[config.mk]
export PLATFORM = sky130hd
export DESIGN_NAME = mem_port_arbiter
export DESIGN_NICKNAME = d
export VERILOG_FILES = /design/src/rtl/mem_port_arbiter_pkg.sv /design/src/rtl/arb_starve_ctr.sv /design/src/rtl/mem_port_arbiter.sv
export SDC_FILE = /design/constraint.sdc
export NUM_CORES = 1
export LEC_CHECK = 0
export CORE_AREA = 3 3 205 207
export DETAILED_ROUTE_END_ITERATION = 10
export DIE_AREA = 0 0 208 210
export GPL_TIMING_DRIVEN = 0
export HOLD_SLACK_MARGIN = 0.08
export MAX_ROUTING_LAYER = met4
export PLACE_DENSITY = 0.69
export SYNTH_ARGS = -nofsm -noshare
export SYNTH_HDL_FRONTEND = slang
export SYNTH_SLANG_ARGS = --single-unit
[constraint.sdc]
create_clock -name clock -period 10.15 [get_ports clock]
set_input_delay 2.03 -clock clock [delete_from_list [all_inputs] [get_ports clock]]
set_output_delay 2.03 -clock clock [all_outputs]
set_load 0.1 [all_outputs]
[src/rtl/mem_port_arbiter_pkg.sv]
// mem_port_arbiter_pkg
//   Shared types for the unified memory port arbiter: FSM state encodings
//   and the width of the fetch starvation counter.
package mem_port_arbiter_pkg;

    localparam int unsigned STARVE_CNT_W = 4;

    typedef enum logic [1:0] {
        ARB_IDLE    = 2'b00,
        ARB_IF_BUSY = 2'b01,
        ARB_DM_BUSY = 2'b10
    } arb_state_e;

endpackage

[src/rtl/arb_starve_ctr.sv]
// arb_starve_ctr
//   Saturating up-counter that tracks how many consecutive cycles a fetch
//   has been denied the memory port. sat tells the arbiter that fetch must
//   now beat a data request.
// Ports
//   clock  in   system clock
//   reset  in   asynchronous active-high reset
//   inc    in   count one denied cycle
//   clr    in   restart the count (fetch granted, withdrawn or flushed)
//   sat    out  count has reached STARVE_MAX
module arb_starve_ctr
    import mem_port_arbiter_pkg::*;
#(
    parameter int unsigned STARVE_MAX = 4
) (
    input  logic clock,
    input  logic reset,
    input  logic inc,
    input  logic clr,
    output logic sat
);

    localparam logic [STARVE_CNT_W-1:0] CNT_MAX = STARVE_CNT_W'(STARVE_MAX);

    logic [STARVE_CNT_W-1:0] cnt_q;
    logic [STARVE_CNT_W-1:0] cnt_d;

    always_comb begin
        cnt_d = cnt_q;
        if (clr) begin
            cnt_d = '0;
        end else if (inc && (cnt_q < CNT_MAX)) begin
            cnt_d = cnt_q + 1'b1;
        end
    end

    always_ff @(posedge clock or posedge reset) begin
        if (reset) begin
            cnt_q <= '0;
        end else begin
            cnt_q <= cnt_d;
        end
    end

    assign sat = (cnt_q == CNT_MAX);

endmodule

[src/rtl/mem_port_arbiter.sv]
// mem_port_arbiter
//   Shares one single-ported memory between instruction fetch (IF) and the
//   MEM stage. One requester is granted at a time from IDLE; the registered
//   req/ack transaction completes with a one-cycle valid pulse back to the
//   requester. Data accesses win unless fetch has been starved STARVE_MAX
//   cycles in a row.
//
//   state       | meaning
//   ------------+-----------------------------------------------
//   ARB_IDLE    | port free, grant decision made this cycle
//   ARB_IF_BUSY | fetch transaction outstanding, wait for mem_ack
//   ARB_DM_BUSY | load/store transaction outstanding, wait for mem_ack
//
// Ports
//   clock, reset                  clock and async active-high reset
//   if_req/if_addr/if_flush       fetch request, PC, squash
//   if_rdata/if_valid             fetched word and completion pulse
//   dm_read/dm_write/dm_addr/
//   dm_wdata                      load/store request from MEM stage
//   dm_rdata/dm_valid             load data and completion pulse
//   stall_if/stall_mem            combinational stalls to hazard logic
//   mem_req/mem_we/mem_addr/
//   mem_wdata                     registered memory request
//   mem_rdata/mem_ack             memory response
module mem_port_arbiter
    import mem_port_arbiter_pkg::*;
#(
    parameter int unsigned ADDR_W     = 64,
    parameter int unsigned DATA_W     = 64,
    parameter int unsigned STARVE_MAX = 4
) (
    input  logic              clock,
    input  logic              reset,
    input  logic              if_req,
    input  logic [ADDR_W-1:0] if_addr,
    input  logic              if_flush,
    output logic [DATA_W-1:0] if_rdata,
    output logic              if_valid,
    input  logic              dm_read,
    input  logic              dm_write,
    input  logic [ADDR_W-1:0] dm_addr,
    input  logic [DATA_W-1:0] dm_wdata,
    output logic [DATA_W-1:0] dm_rdata,
    output logic              dm_valid,
    output logic              stall_if,
    output logic              stall_mem,
    output logic              mem_req,
    output logic              mem_we,
    output logic [ADDR_W-1:0] mem_addr,
    output logic [DATA_W-1:0] mem_wdata,
    input  logic [DATA_W-1:0] mem_rdata,
    input  logic              mem_ack
);

    arb_state_e        state_q, state_d;
    logic              drop_q, drop_d;
    logic              mem_req_q, mem_req_d;
    logic              mem_we_q, mem_we_d;
    logic [ADDR_W-1:0] mem_addr_q, mem_addr_d;
    logic [DATA_W-1:0] mem_wdata_q, mem_wdata_d;
    logic [DATA_W-1:0] if_rdata_q, if_rdata_d;
    logic              if_valid_q, if_valid_d;
    logic [DATA_W-1:0] dm_rdata_q, dm_rdata_d;
    logic              dm_valid_q, dm_valid_d;

    logic dm_pend;
    logic if_cand;
    logic is_idle;
    logic dm_grant;
    logic if_grant;
    logic ack_if;
    logic ack_dm;
    logic starve_inc;
    logic starve_clr;
    logic starve_sat;

    // A request whose valid is high this cycle has already been served; the
    // requester drops it at the next edge, so it must not be re-granted.
    assign dm_pend = (dm_read | dm_write) & ~dm_valid_q;
    assign if_cand = if_req & ~if_valid_q & ~if_flush;
    assign is_idle = (state_q == ARB_IDLE);

    assign dm_grant = is_idle & dm_pend & (~starve_sat | ~if_cand);
    assign if_grant = is_idle & if_cand & ~dm_grant;

    assign ack_if = (state_q == ARB_IF_BUSY) & mem_ack;
    assign ack_dm = (state_q == ARB_DM_BUSY) & mem_ack;

    // An in-flight fetch is not "denied", so it does not age the counter.
    assign starve_inc = if_cand & ~if_grant & (state_q != ARB_IF_BUSY);
    assign starve_clr = ~if_req | if_flush | if_grant;

    arb_starve_ctr #(
        .STARVE_MAX (STARVE_MAX)
    ) u_starve (
        .clock (clock),
        .reset (reset),
        .inc   (starve_inc),
        .clr   (starve_clr),
        .sat   (starve_sat)
    );

    always_ff @(posedge clock or posedge reset) begin
        if (reset) begin
            state_q <= ARB_IDLE;
        end else begin
            state_q <= state_d;
        end
    end

    always_comb begin
        state_d = state_q;
        unique case (state_q)
            ARB_IDLE: begin
                if (dm_grant) begin
                    state_d = ARB_DM_BUSY;
                end else if (if_grant) begin
                    state_d = ARB_IF_BUSY;
                end
            end
            ARB_IF_BUSY: begin
                if (mem_ack) begin
                    state_d = ARB_IDLE;
                end
            end
            ARB_DM_BUSY: begin
                if (mem_ack) begin
                    state_d = ARB_IDLE;
                end
            end
            default: state_d = ARB_IDLE;
        endcase
    end

    always_comb begin
        mem_req_d   = mem_req_q;
        mem_we_d    = mem_we_q;
        mem_addr_d  = mem_addr_q;
        mem_wdata_d = mem_wdata_q;
        if_rdata_d  = if_rdata_q;
        dm_rdata_d  = dm_rdata_q;
        if_valid_d  = 1'b0;
        dm_valid_d  = 1'b0;
        drop_d      = drop_q;

        if (dm_grant) begin
            mem_req_d   = 1'b1;
            mem_we_d    = dm_write;
            mem_addr_d  = dm_addr;
            mem_wdata_d = dm_wdata;
        end else if (if_grant) begin
            mem_req_d  = 1'b1;
            mem_we_d   = 1'b0;
            mem_addr_d = if_addr;
        end

        if (ack_if || ack_dm) begin
            mem_req_d = 1'b0;
        end

        // A flush while the fetch is in flight cannot cancel the memory
        // access; it only suppresses the result when the ack arrives.
        if (ack_if) begin
            drop_d = 1'b0;
            if (!drop_q && !if_flush) begin
                if_rdata_d = mem_rdata;
                if_valid_d = 1'b1;
            end
        end else if ((state_q == ARB_IF_BUSY) && if_flush) begin
            drop_d = 1'b1;
        end

        if (ack_dm) begin
            dm_valid_d = 1'b1;
            if (!mem_we_q) begin
                dm_rdata_d = mem_rdata;
            end
        end
    end

    always_ff @(posedge clock or posedge reset) begin
        if (reset) begin
            drop_q      <= 1'b0;
            mem_req_q   <= 1'b0;
            mem_we_q    <= 1'b0;
            mem_addr_q  <= '0;
            mem_wdata_q <= '0;
            if_rdata_q  <= '0;
            if_valid_q  <= 1'b0;
            dm_rdata_q  <= '0;
            dm_valid_q  <= 1'b0;
        end else begin
            drop_q      <= drop_d;
            mem_req_q   <= mem_req_d;
            mem_we_q    <= mem_we_d;
            mem_addr_q  <= mem_addr_d;
            mem_wdata_q <= mem_wdata_d;
            if_rdata_q  <= if_rdata_d;
            if_valid_q  <= if_valid_d;
            dm_rdata_q  <= dm_rdata_d;
            dm_valid_q  <= dm_valid_d;
        end
    end

    assign mem_req   = mem_req_q;
    assign mem_we    = mem_we_q;
    assign mem_addr  = mem_addr_q;
    assign mem_wdata = mem_wdata_q;
    assign if_rdata  = if_rdata_q;
    assign if_valid  = if_valid_q;
    assign dm_rdata  = dm_rdata_q;
    assign dm_valid  = dm_valid_q;

    assign stall_if  = if_req & ~if_valid_q & ~if_flush;
    assign stall_mem = (dm_read | dm_write) & ~dm_valid_q;

endmodule

# After elaboration in Yosys (flattened, before gate mapping)
# Index checks and enable logic that the tools add are counted.
# word_totals
regBits	267
inputBits	263
out_inout_bits	262
elab_cells	76
# op_classes
addsub	1
magnitude_cmp	1
eq_ne	6
n_mux	18
bitwise	24
reduce_logical	15
# op_table
op	n
$mux 64	2
$and 1x1->1	11
$mux 1	10
$not 1->1	9
$mux 4	2
$mux 2	3
$reduce_and 2->1	3
$reduce_bool 2->1	3
$add 4x1->4 const B	1
$eq 4x3->1 const B	1
$lt 4x3->1 const B	1
$ne 2x1->1 const B	2
$or 1x1->1	4
$pmux 2 s2	1
$logic_and 1x1->1	3
$ne 3x1->1 const B	1
$reduce_bool 3->1	1
$eq 2x1->1 const B	1
$eq 2x2->1 const B	1
$logic_not 1->1	2
$logic_not 2->1	1
$reduce_or 2->1	1
$logic_or 1x1->1	1

# Longest topological paths before layout
# Gate-level depths: netlist of the first run.
# logic_depth
ltp_word	14
depth_mapped	8
mapped_depth_nobuf	5

# Modules after synthesis
# From an unflattened synthesis of the first run, not the netlist that was laid out.
# unflattened
cells_unflattened	746
area_unflattened_um2	10710.3
# modules_own_cells
module	n_inst	cells_each	area_per_inst_um2	seq_area_each_um2
mem_port_arbiter	1	725	10477.5	6581.3
arb_starve_ctr	1	21	232.7	100.1

# Worst setup path before layout of the first run
# OpenSTA, ideal clock, no wires.
# synth_path
path_type	input to output
from	input dm_write
to	output stall_mem
arrival_ps	3295
required_time_ps	8120
path_slack_ps	4825
cell_stages	3
path_buffers	1
cell_sequence	o21bai_2 -> inv_2 -> clkbuf_1
# synth_between
elab_chain_len	2
# synth_rtl
item	line	source
from (decl)	mem_port_arbiter.sv:40	input logic dm_write,
$or 1x1->1	mem_port_arbiter.sv:215	assign stall_mem = (dm_read | dm_write) & ~dm_valid_q;
$and 1x1->1	mem_port_arbiter.sv:215	
to (decl)	mem_port_arbiter.sv:46	output logic stall_mem,
# No other way between the ends.

# Final worst setup path of the first run
# Ends and elaborated chain as after synthesis.

==> results.cfg, run 1 <==
[timing]
fmax_ghz = 0.1423
layout_setup_ws_ns = 3.125
clock_skew_ns = 0.02037
period_needed_ns = 7.025
finalCritPeriodShare_pct = 69.21
finalSetupViolations = 0
rsz0062_at_grt = no
slew_headroom_pct = 22.82
final_max_slew_viol_count = 0
hold_violations = 0
worst-slew-pin-transition_ns = 1.154
hold_ws_ns = 0.4896

[place]
port_buffers = 524
dp.final_hpwl_um = 32620
dp_cells = 1804
place.gp.congestion = 0.8804
place_ws_ns = 3.095

[global_route]
grt_pass1_wl_um = 62990
grt_pass1_vias = 9725
antenna_found_initial = 9
overflow = 0
grt_start_max_net_pins = 126
track_usage_pct = 19.40

[floorplanning]
rows = 74
core_area_mm2 = 0.04055
ios = 525
floorplan.initialDensity_pct = 26.95
fp.dieW_um = 208
die_h_um = 210
dieArea_mm2 = 0.04368

[cts]
clk_latency_ns = 0.57
cts_buffer_depth = 3
clk_pin_slew_ns = 0.06
cts_htree_levels = 1
cts_hold_buf = 0
cts_tree = built
cts_setup_buffers = 0
cts.sinks = 267
cts_made_buffers = 31
root_buffer = clkbuf_16
ctsResizeCount = 0

[drt]
ant_nets = 0
vias = 8833
drcViolationCount = 0
drtIter0Drc = 363
drt-total-wl_um = 42810
avgViaCountPerCell = 4.736
routedWlPerCell_um = 22.96
dr.pass1.iters = 5

[yosys]
synthAdderAreaFrac_pct = 0.5724
synth_top_family_by_area = multiplexers
synth-compound-area-share_pct = 12.55
syn_nets = 1014
ys_seq_area_share_pct = 61.13
synthSimpleGateAreaFrac_pct = 2.473
synth_warnings = 0
yosys_register_bits = 267
syn_avg_cell_area_um2 = 14.65
synth-xor-area-share_pct = 0
synth_cells = 746
ys_types = 39
synthesis.area_mm2 = 0.01093
muxShareOfSynthArea_pct = 19.78

[layout]
instances_no_fill = 1865
area_growth_syn_to_layout_pct = 63.93
drive_gt1_share_pct = 19.16
final_cell_mix = clkdlybuf4s50_1, dfrtp_1, mux2_2, mux2_1, a211oi_1
mostFrequentLayoutCell = clkdlybuf4s50_1
layout.nets = 1573

[critical_path]
cp.required_ns = 8.12
path_class = in2out
end_kind = output pin
crit_arrival_ns = 5.00
critPathLaunchType = input port
worstPathMaxFanout = 10

[status]
outcome = finished clean

[run]
cap_violations = 0

[worst_hold_path]
min_path_type = reg2reg
==> registers in the layout, indices dropped and copies added, names as in the netlist <==
register,flops
dm_rdata,64
dm_valid,1
drop_q,1
if_rdata,64
if_valid,1
mem_addr,64
mem_req,1
mem_wdata,64
mem_we,1
state_q,2
u_starve.cnt_q,4
==> worst max-delay path, stage by stage <==
cell and delay [ns]:
clkdlybuf4s50_1 0.51, o21bai_2 0.17, inv_2 0.26, clkbuf_1 0.70, clkdlybuf4s50_1 1.31
==> cell families after synthesis <==
logic type,Yosys count
adders and majority gates,5
and+or+nand+nor,62
DFF,267
muxes,192
buffers and inverters,71
AOI/OAI and AO/OA,149
==> cell type report <==
cell class              count  area (um2)
fillers                  3720       22640
flip-flops and latches    267        6681
repair buffers            526        5300
multi-input cells         408        3866
clock buffers              43       880.8
well taps                 532       665.6
plain buffers              63       346.6
clock inverters            11       115.1
inverters                   8       42.54
diodes                      7       17.52
==> metal layers <==
metal  track usage, %  wire (um)
met1            21.21      16060
met2            32.93      21200
met4            5.999       1283
met3            7.427       4267
met5                -          0
==> worst paths after layout <==
kind                                         from            end  slack, ns  cells past startpoint
max in group asynchronous                   reset   mem_addr[21]       7.39                      3
worst min register to register      mem_wdata[22]  mem_wdata[22]       0.49                      1
min in group asynchronous                   reset   if_rdata[56]       1.80                      2
worst max register to register  u_starve.cnt_q[0]    mem_addr[4]       7.62                      7
worst min-delay path                mem_wdata[22]  mem_wdata[22]       0.49                      1
worst max-delay path                     dm_write      stall_mem       3.12                      5
==> cells in the mapped netlist, drive strengths merged <==
cell | count | share of area (%)
o21ai | 4 | 0.22
or3 | 1 | 0.057
dfrtp | 267 | 61
clkbuf | 23 | 0.79
a211oi | 50 | 3.5
nor3 | 4 | 0.18
mux2 | 192 | 20
a221o | 46 | 4.2
nor3b | 1 | 0.069
o21a | 1 | 0.069
nand3b | 1 | 0.069
a2111o | 18 | 1.9
o221a | 18 | 1.9
a22o | 1 | 0.080
o211ai | 2 | 0.23
or3b | 1 | 0.080
nor2b | 1 | 0.057
buf | 40 | 2.4
clkinv | 1 | 0.080
o22ai | 2 | 0.11
a31oi | 2 | 0.11
a21oi | 4 | 0.22
and2 | 1 | 0.057
and3b | 1 | 0.080
o21bai | 1 | 0.10
inv | 7 | 0.24
ha | 5 | 0.57
nand3 | 2 | 0.092
nand2b | 2 | 0.11
nand2 | 47 | 1.6
==> stage by stage <==
stage	utilization (%)	instance area (um2)	TNS (ns)
6_report	44.18	17920	0
5_1_grt	44.18	17920	0
4_1_cts	44.13	17900	0
3_5_place_dp	41.68	16900	0
3_3_place_gp	41.52	16840	-744.37
2_1_floorplan	-	10930	0
Power of run 1 is left out: the tool's default activity adds up to more than one toggle a clock period on the data nets, which glitch-free logic cannot reach.
==> run 2: changes to the inputs <==
Clock period 10.15 ns to 7.2 ns, I/O delays scaled along.
==> results.cfg, run 2 (synthesized netlist as in run 1, its figures left out) <==
[timing]
finalCritPeriodShare_pct = 79.85
hold_ws_ns = 0.4897
final_max_slew_viol_count = 0
hold_violations = 0
worst-slew-pin-transition_ns = 1.171
tns_ns = 0
finalSetupViolations = 0
fmax_ghz = 0.1739
rsz0062_at_grt = no
clock_skew_ns = 0.01759
period_needed_ns = 5.749
slew_headroom_pct = 21.68

[floorplanning]
dieArea_mm2 = 0.04368
die_h_um = 210
core_area_mm2 = 0.04055
fp.dieW_um = 208
floorplan.initialDensity_pct = 26.95
ios = 525
rows = 74

[drt]
avgViaCountPerCell = 4.811
dr.pass1.iters = 5
routedWlPerCell_um = 22.85
vias = 8948
drtIter0Drc = 515
drcViolationCount = 0
ant_nets = 0
drt-total-wl_um = 42510

[critical_path]
slowest_delay_ns = 1.31
crit_arrival_ns = 4.31
cp.required_ns = 5.76
end_kind = output pin
critPathLaunchType = input port
crit_slowest_cell = clkdlybuf4s50_1
worstPathMaxFanout = 10
path_class = in2out
cp_cell_sequence = clkdlybuf4s50_1 > o21bai_2 > inv_2 > clkbuf_1 > clkdlybuf4s50_1
worst_path_most_repeated_cell = clkdlybuf4s50_1

[cts]
ctsResizeCount = 0
root_buffer = clkbuf_16
cts_made_buffers = 29
clk_latency_ns = 0.56
cts.sinks = 267
cts_tree = built
cts_hold_buf = 0
cts_setup_buffers = 0
cts_buffer_depth = 3
cts_htree_levels = 1
clk_pin_slew_ns = 0.06

[layout]
area_growth_syn_to_layout_pct = 64.32
mostFrequentLayoutCell = clkdlybuf4s50_1
final_cell_mix = clkdlybuf4s50_1, dfrtp_1, mux2_2, mux2_1, a211oi_1
drive_gt1_share_pct = 19.28
stdcell_area_mm2 = 0.01796
n_antenna_cell = 0
n_fill_cell = 3748
layout.nets = 1577

[status]
outcome = finished clean

[place]
post_dp_cell_area_mm2 = 0.01700
place.gp.congestion = 0.8512
dp.final_hpwl_um = 33040
port_buffers = 524

[run]
cap_violations = 0

[worst_hold_path]
min_path_type = reg2reg

[global_route]
grt_pass1_wl_um = 62240
overflow = 0
antenna_found_initial = 0
track_usage_pct = 19.09
grt_start_max_net_pins = 43
grt_pass1_vias = 9835
run 2: cell count changes in the layout (fill, tap and decap cells not counted), sizes merged:
cell / before / now
buf: 42 / 48
diode: 7 / 0
clkbuf: 66 / 64
inv: 9 / 7
clkinv: 7 / 6
bufinv: 2 / 3
run 2: stage by stage:
step	worst slack [ns]	instances	utilization, %
after global placement	0.1745	1802	41.53
final	1.451	1860	44.28
after CTS	1.327	1860	44.28
after floorplan	2.235	746	-
after global routing	1.303	1860	44.28
after detailed placement	1.335	1810	41.93
run 2: worst paths after layout:
check	start	endpoint	slack, ns	depth (start not counted)
max in group asynchronous	reset	mem_addr[42]	4.79	6
hold reg to reg	mem_wdata[9]	mem_wdata[9]	0.49	1
setup reg to reg	u_starve.cnt_q[0]	mem_addr[2]	4.55	7
min in group asynchronous	reset	mem_addr[13]	1.22	2
hold / removal	mem_wdata[9]	mem_wdata[9]	0.49	1
setup / recovery	dm_write	stall_mem	1.45	5
run 2: area by class of cell:
| cell class | count | area, um2 | area share (%) |
|---|---|---|---|
| Clock inverter | 9 | 123.9 | 0.6898 |
| Inverter | 8 | 38.79 | 0.2160 |
| Clock buffer | 41 | 830.8 | 4.626 |
| Sequential cell | 267 | 6681 | 37.20 |
| Timing Repair Buffer | 532 | 5405 | 30.10 |
| Tap cell | 532 | 665.6 | 3.707 |
| Multi-Input combinational cell | 408 | 3866 | 21.53 |
| Buffer | 63 | 346.6 | 1.930 |
run 2: worst max-delay path: cells and delay by family:
| kind | cells | cell delay [ns] |
|---|---|---|
| AO/OA/AOI/OAI | 1 | 0.17 |
| buffers and inverters | 4 | 2.68 |
run 2: metal layers:
layer	share of wire [%]	vias to the layer above	global-route usage, %
met4	2.7	0	4.952
met5	0	-	-
li1	-	3939	-
met3	7.9	49	5.343
met2	50	425	33.41
met1	39	4535	21.67
Power of run 2 is left out for the same reason.
==> run 3: changes to the inputs <==
Clock period 7.2 ns to 5.8 ns, I/O delays scaled along.
==> results of run 3 <==
The final DEF is identical to that of run 2. Status: finished clean.
Main changes from that run: setup slack after placement 1.335 ns -> 0.4946 ns; setup slack after layout 1.451 ns -> 0.6108 ns; register-to-register setup slack 4.55 ns -> 3.15 ns
Power of run 3 is left out for the same reason.
